### src/rtl/mem_access_arbiter.sv
// mem_access_arbiter: round-robin arbiter/sequencer sharing one single-port memory between
// NUM_REQ requesters. One transaction at a time. A write takes 2 cycles and a read takes
// RD_LAT+2 cycles. Read data is returned to the winning requester.
//
// Ports:
//   clock, reset       - system clock; synchronous active-high reset
//   req/req_we         - per-requester request and write flag (held until gnt)
//   req_addr/req_wdata - packed per-requester address / write data
//   gnt                - one-hot acceptance pulse, asserted in the ISSUE cycle
//   rd_valid/rd_data   - one-hot read-return pulse and the read data, which is held
//   busy               - arbiter not idle
//   mem_*              - single-port memory command/data pins
//
// Build option: define MEM_ARB_FIXED_PRIO_EN for fixed priority, where requester 0 is
// highest. In that build the round-robin pointer is tied to 0.
module mem_access_arbiter #(
  parameter int unsigned NUM_REQ = 4,
  parameter int unsigned ADDR_W  = 8,
  parameter int unsigned DATA_W  = 8,
  parameter int unsigned RD_LAT  = 1
) (
  input  logic                      clock,
  input  logic                      reset,
  input  logic [NUM_REQ-1:0]        req,
  input  logic [NUM_REQ-1:0]        req_we,
  input  logic [NUM_REQ*ADDR_W-1:0] req_addr,
  input  logic [NUM_REQ*DATA_W-1:0] req_wdata,
  output logic [NUM_REQ-1:0]        gnt,
  output logic [NUM_REQ-1:0]        rd_valid,
  output logic [DATA_W-1:0]         rd_data,
  output logic                      busy,
  output logic                      mem_chip_en,
  output logic                      mem_read_write,
  output logic [ADDR_W-1:0]         mem_address,
  output logic [DATA_W-1:0]         mem_data_in,
  input  logic [DATA_W-1:0]         mem_data_out
);

  localparam int unsigned IdxW = (NUM_REQ > 1) ? $clog2(NUM_REQ) : 1;
  localparam logic [2:0] LatInit = 3'(RD_LAT - 1);
  localparam logic [NUM_REQ-1:0] OneHot0 = NUM_REQ'(1);

  typedef enum logic [1:0] {StIdle, StIssue, StWaitRd} state_e;

  state_e              state_q, state_d;
  logic [IdxW-1:0]     win_q, win_d;
  logic                we_q, we_d;
  logic [ADDR_W-1:0]   addr_q, addr_d;
  logic [DATA_W-1:0]   wdata_q, wdata_d;
  logic [2:0]          cnt_q, cnt_d;
  logic [DATA_W-1:0]   rd_data_q, rd_data_d;
  logic [NUM_REQ-1:0]  rd_valid_q, rd_valid_d;

  logic [IdxW-1:0]     rr_ptr;
  logic [IdxW-1:0]     win_idx;
  logic                win_found;
  int unsigned         scan;

  // Winner is the first set request scanning upward from rr_ptr with wrap.
  always_comb begin
    win_found = 1'b0;
    win_idx   = '0;
    scan      = 0;
    for (int unsigned i = 0; i < NUM_REQ; i++) begin
      scan = (32'(rr_ptr) + i) % NUM_REQ;
      if (!win_found && req[IdxW'(scan)]) begin
        win_found = 1'b1;
        win_idx   = IdxW'(scan);
      end
    end
  end

`ifdef MEM_ARB_FIXED_PRIO_EN
  assign rr_ptr = '0;
`else
  logic [IdxW-1:0] rr_ptr_q, rr_ptr_d;

  assign rr_ptr = rr_ptr_q;

  always_comb begin
    rr_ptr_d = rr_ptr_q;
    if (state_q == StIdle && win_found) begin
      rr_ptr_d = (win_idx == IdxW'(NUM_REQ - 1)) ? '0 : win_idx + 1'b1;
    end
  end

  always_ff @(posedge clock) begin
    if (reset) begin
      rr_ptr_q <= '0;
    end else begin
      rr_ptr_q <= rr_ptr_d;
    end
  end
`endif

  // Next-state logic and outputs.
  always_comb begin
    state_d        = state_q;
    win_d          = win_q;
    we_d           = we_q;
    addr_d         = addr_q;
    wdata_d        = wdata_q;
    cnt_d          = cnt_q;
    rd_data_d      = rd_data_q;
    rd_valid_d     = '0;
    gnt            = '0;
    mem_chip_en    = 1'b0;
    mem_read_write = 1'b0;

    unique case (state_q)
      StIdle: begin
        if (win_found) begin
          win_d   = win_idx;
          we_d    = req_we[win_idx];
          addr_d  = req_addr[32'(win_idx) * ADDR_W +: ADDR_W];
          wdata_d = req_wdata[32'(win_idx) * DATA_W +: DATA_W];
          state_d = StIssue;
        end
      end
      StIssue: begin
        gnt            = OneHot0 << win_q;
        mem_chip_en    = 1'b1;
        mem_read_write = we_q;
        if (we_q) begin
          state_d = StIdle;
        end else begin
          cnt_d   = LatInit;
          state_d = StWaitRd;
        end
      end
      StWaitRd: begin
        if (cnt_q == 3'd0) begin
          // Memory output is valid in this cycle; the return pulse follows next cycle.
          rd_data_d  = mem_data_out;
          rd_valid_d = OneHot0 << win_q;
          state_d    = StIdle;
        end else begin
          cnt_d = cnt_q - 3'd1;
        end
      end
      default: state_d = StIdle;
    endcase
  end

  always_ff @(posedge clock) begin
    if (reset) begin
      state_q    <= StIdle;
      win_q      <= '0;
      we_q       <= 1'b0;
      addr_q     <= '0;
      wdata_q    <= '0;
      cnt_q      <= '0;
      rd_data_q  <= '0;
      rd_valid_q <= '0;
    end else begin
      state_q    <= state_d;
      win_q      <= win_d;
      we_q       <= we_d;
      addr_q     <= addr_d;
      wdata_q    <= wdata_d;
      cnt_q      <= cnt_d;
      rd_data_q  <= rd_data_d;
      rd_valid_q <= rd_valid_d;
    end
  end

  // Address and write data are only reloaded on a grant decision, so they hold outside ISSUE.
  assign mem_address = addr_q;
  assign mem_data_in = wdata_q;
  assign rd_data     = rd_data_q;
  assign rd_valid    = rd_valid_q;
  assign busy        = (state_q != StIdle);

endmodule

### config.mk
export PLATFORM = sky130hd
export DESIGN_NAME = mem_access_arbiter
export DESIGN_NICKNAME = d
export VERILOG_FILES = /design/src/rtl/mem_access_arbiter.sv
export SDC_FILE = /design/constraint.sdc
export NUM_CORES = 1
export LEC_CHECK = 0
export ABC_AREA = 1
export BUFFER_PORTS_ARGS = -buffer_cell sky130_fd_sc_hd__buf_2
export CORE_UTILIZATION = 40
export DETAILED_ROUTE_END_ITERATION = 7
export PLACE_DENSITY_LB_ADDON = 0.2
export SETUP_SLACK_MARGIN = 0.5
export SYNTH_ARGS = -nofsm -noshare
export SYNTH_HDL_FRONTEND = slang
export SYNTH_SLANG_ARGS = --single-unit
### constraint.sdc
create_clock -name clock -period 3.56 [get_ports clock]
set_input_delay 0.534 -clock clock [delete_from_list [all_inputs] [get_ports clock]]
set_output_delay 0.534 -clock clock [all_outputs]
set_load 0.02 [all_outputs]
-- Word-level counts from Yosys, hierarchy flattened
Index checks and enable logic that the tools add are counted.
- flip-flop bits (word level): 38
- bits in latches: 0
- memory bits (writable): 0
- bits in read-only memories: 0
- input port bits: 82
- logic and storage cells: 76
- memories: 0
- add/subtract/negate cells: 5
- multipliers: 0
- divide/modulo/power cells: 0
- $lt $le $gt $ge: 5
- eq/ne operators: 7
- shift operators: 3
- multiplexer cells: 29
- bitwise logic cells: 2
- reductions and logical operators: 16
- operator list (kind ; count):
    32-bit by 6-bit variable part select with 8-bit output ; 2
    2-bit 2-to-1 mux ; 8
    2-bit by 3-bit less-than comparator with 1-bit output (second input constant) ; 5
    1-bit 2-to-1 mux ; 11
    1-bit binary-select mux with 2-bit select ; 5
    2-bit inequality test (second input constant) ; 4
    3-bit 2-to-1 mux ; 2
    2-bit one-hot mux with 3 select lines ; 1
    3-bit one-hot mux with 2 select lines ; 1
    2-bit AND reduction ; 3
    2-bit by 1-bit adder with 2-bit output (second input constant) ; 2
    2-bit adder (second input constant) ; 2
    2-bit == test (second input constant) ; 2
    1-bit logical AND ; 4
    4-bit 2-to-1 mux ; 1
    2-bit nonzero test ; 2
    1-bit by 2-bit left shift with 4-bit output (first input constant) ; 1
    1-bit logical NOT ; 3
    3-bit logical NOT ; 1
    3-bit AND reduction ; 1
    3-bit OR reduction ; 1
    3-bit by 1-bit subtractor with 3-bit output (second input constant) ; 1
    2-bit by 1-bit == test with 1-bit output (second input constant) ; 1
    2-bit logical NOT ; 1
    1-bit inverter ; 2

-- Longest topological paths before layout
- word-level depth: 14
- depth in mapped cells: 16
- gate-level depth less buffers: 14

-- Worst setup path before layout
No wires, ideal clock.
- path type: flip-flop to output port
- from: register state_q[0]
- to: output gnt[0]
- arrival time: 1.354 ns
- data required time: 3.026 ns
- path slack: 1.672 ns
- cell stages (with the launch flop): 5
- buffers on the path: 0
- cell sequence: dfxtp_1 inv_1 nor2_1 inv_1 nor3_1
- word-level cells in the longest chain between the ends: 2
- RTL lines (element ; line ; RTL):
    start, declared ; 45 ; state_e state_q, state_d;
    start signal, assigned ; 147 ; state_q <= StIdle;
    start signal, assigned ; 156 ; state_q <= state_d;
    2-bit by 1-bit == test with 1-bit output ; 110 ; unique case (state_q)
    4-bit 2-to-1 mux ; 110 ;
    end, declared ; 28 ; output logic [NUM_REQ-1:0] gnt,
Every way passes these cells.

-- Final worst setup path
- from: register rr_ptr_q[0], in the netlist rr_ptr[0]
- to: register wdata_q[0], in the netlist mem_data_in[0]
- word-level cells in the longest chain between the ends: 13
- RTL lines (element ; line ; RTL):
    start, declared ; 76 ; logic [IdxW-1:0] rr_ptr_q, rr_ptr_d;
    start signal, assigned ; 91 ; rr_ptr_q <= rr_ptr_d;
    branches (longest 13 deep; another with 2-bit by 1-bit adder with 2-bit output) ; n/a ;
    end signal, assigned ; 160 ; wdata_q <= wdata_d;
    end, declared ; 49 ; logic [DATA_W-1:0] wdata_q, wdata_d;
Several ways; the timed one is not identified. The select of a mux whose other input is x is not followed.
A chain may end at the register's enable or synchronous reset.

==> run metrics <==
Tcrit/Tclk final=between 70% and 80%; clock tree buffer depth=2; peak fanout along the critical path=37; Final Total Pwr=2780 uW; Setup CP Type=reg2reg; Worst Skew=0.00313 ns; worst slew pin tran=0.761 ns; r2r setup slk=slightly below 0.8 ns; status=finished with violations; Worst slew margin=49.2%; xor/xnor cell area share of the yosys netlist=0%; P_sw=1510 uW; Hold Vio Cnt, Final=0; clock sink count=38; clock slew at reported path FFs=0.08 ns; initial antenna violation count=0; final setup fails=0; CP Capture Type=register; Die Height=84.4 um; Comb power frac=66.2%; dpl hpwl=5.08 mm; CTS buffer count=5; CTS tree=yes; final WL=7.16 mm; RSZ-0062 raised after global routing=no; Layout fillers=728; DRC errors left=4; fin util=51.9%; Seq/Total Area, Yosys=28.0%; total grt overflow=0; root buffer cell=clkbuf_8; final setup TNS=0 ns; Seq pwr share=22.6%; failing checks=design-rule violations; Fmax achieved=359 MHz; Worst R2R End=mem_data_in[0]$_SDFFE_PP0P_; area growth from synthesis to layout=23.4%; ant diodes=0; post-synthesis cell count=458; hold path depth=1; worst r2r src=rr_ptr[0]$_SDFFE_PP0P_; Clk network pwr share=11.2%; Pint=1270 uW; Port Buffer Count=116; wire length per cell=11.2 um; vias per cell=4.81; post-synthesis mux area share=0%; synthesized flop and latch total=38; Synth cell types=27; Die W=around 84 um; Ports=117; Crit path required time=3.75 ns; maxcap violations=0; worst skew pair latency=0.29 ns; global-route wire length before repair=12.0 mm; NumNets Final=644; share of layout cells above drive strength 1=25.8%; Register-to-Register Path Depth=13; Hold Crit Endpoint=cnt_q[0]$_SDFFE_PP0P_; post-route ant nets=0; Syn Area/Cell=between 5 and 6 um2; hold_buf cts=0; hold_sp=cnt_q[0]$_SDFFE_PP0P_; vias in the first global route=2759; Switching Fraction=54.2%; via count=between 3000 and 4000; startpoint types=register; most common cell after layout, fill and taps aside=buf_2; Final min period=2.79 ns; Initial Util=42.0%; largest net degree at the start of global routing=37; largest family of logic cells by synthesized area=simple AND/OR/NAND/NOR gates; Max Slew Vio Count=0; Synth Area in Compound Gates=3.87%; worst min path class=reg2reg; routability cong.=0.871; Worst VDD drop=~0.25 mV; CP startpoint=rr_ptr[0]$_SDFFE_PP0P_; synthesized cell area=0.00272 mm2; initial drt markers=about 210; Lkg Pwr=0.00205 uW; Post-CTS Setup Repair Bufs=0; drt pass-1 iters=6; Pwr Density=830 mW/mm2; DIE AREA=between 0.007 and 0.008 mm2; # rows=29; Total GRT Usage=20.5%; commonest non-fill, non-tap cells in the layout=116 x buf_2, 106 x inv_1, 106 x nand2_1; Synth Area in Simple Gates=a little under half; H-tree levels=2; arrival time of the worst setup path=2.98 ns; core box area=about 0.0065 mm2; Post-Syn Nets=542; Post-CTS Resized=0; Synth Area in Adders=0.922%; Ys Warns=0
==> state kept, by name, indices dropped and copies added (netlist names) <==
register	flops
state_q	2
cnt_q	3
rd_valid	4
mem_address	8
rr_ptr	2
mem_data_in	8
win_q	2
we_q	1
rd_data	8
==> power by group through the flow <==
| stage | logic [uW] | clock network, uW | registers (uW) |
|---|---|---|---|
| 5_1_grt | 2080 | 343 | 646 |
| 3_5_place_dp | 1810 | 0 | 640 |
| 4_1_cts | 1820 | 321 | 631 |
| 3_3_place_gp | 1780 | 0 | 640 |
| 2_1_floorplan | 1450 | 0 | 714 |
| 6_report | 1840 | 312 | 629 |
==> per-layer routing <==
layer	track usage (%)	routed length (um)	share of wire, %
met1	25.3	3230	45
met2	37.0	3370	47
met3	3.64	476	6.6
met4	5.24	78	1.1
met5	0	0	0
==> worst max-delay path: stages, from the launching register on <==
cell,delay (ns)
dfxtp_1,0.59
inv_6,0.09
nand2_1,0.08
nand2_1,0.10
nand2_1,0.08
nand2_1,0.04
nand2_1,0.09
nand3_2,0.58
nand3_2,0.62
nand2_1,0.10
nand3_1,0.09
nand3_1,0.09
nand2_1,0.09
inv_1,0.03
==> metrics by stage <==
stage               instances  area (um2)  hold WS [ns]  setup WS [ns]
floorplan                 458        2720         0.426           1.67
detailed placement        629        3240         0.453          0.759
global route              638        3350         0.477          0.522
global placement          629        3240         0.443          0.824
CTS                       637        3340         0.466          0.769
finish                    638        3350         0.466          0.772
==> worst max path at each step <==
stage / end / depth (start not counted)
after floorplan: gnt[0] / 4
after CTS: we_q$_SDFFE_PP0P_ / 13
after detailed placement: we_q$_SDFFE_PP0P_ / 13
after global routing: mem_data_in[5]$_SDFFE_PP0P_ / 13
final: mem_data_in[0]$_SDFFE_PP0P_ / 13
after global placement: we_q$_SDFFE_PP0P_ / 13
==> final cells by class <==
class	count	area, um2	area share, %
clock buffers	6	82.6	2.47
clock inverters	2	12.5	0.374
inverters	113	432	12.9
multi-input cells	286	1390	41.4
flip-flops and latches	38	761	22.7
well taps	77	96.3	2.88
repair buffers	116	581	17.3
==> synth_stat cells (all sizes together) <==
cell type    n  area share, %
a211oi       1           0.28
a21oi       12            2.2
buf         19            5.0
clkbuf       3           0.41
clkinv       1           0.14
dfxtp       38             28
ha           2           0.92
inv        112             16
nand2      113             16
nand3       61             13
nand4       35            8.3
nor2        46            6.6
nor3         8            1.5
o21ai        5           0.92
o22ai        2           0.46
==> kinds of logic (layout without fill, tap and decap cells) <==
| group | after synthesis | in the layout |
|---|---|---|
| AOI/OAI and AO/OA | 20 | 20 |
| adders and majority gates | 2 | 2 |
| buffers and inverters | 135 | 237 |
| DFF | 38 | 38 |
| and+or+nand+nor | 263 | 264 |
(Power assumes the default switching activity.)
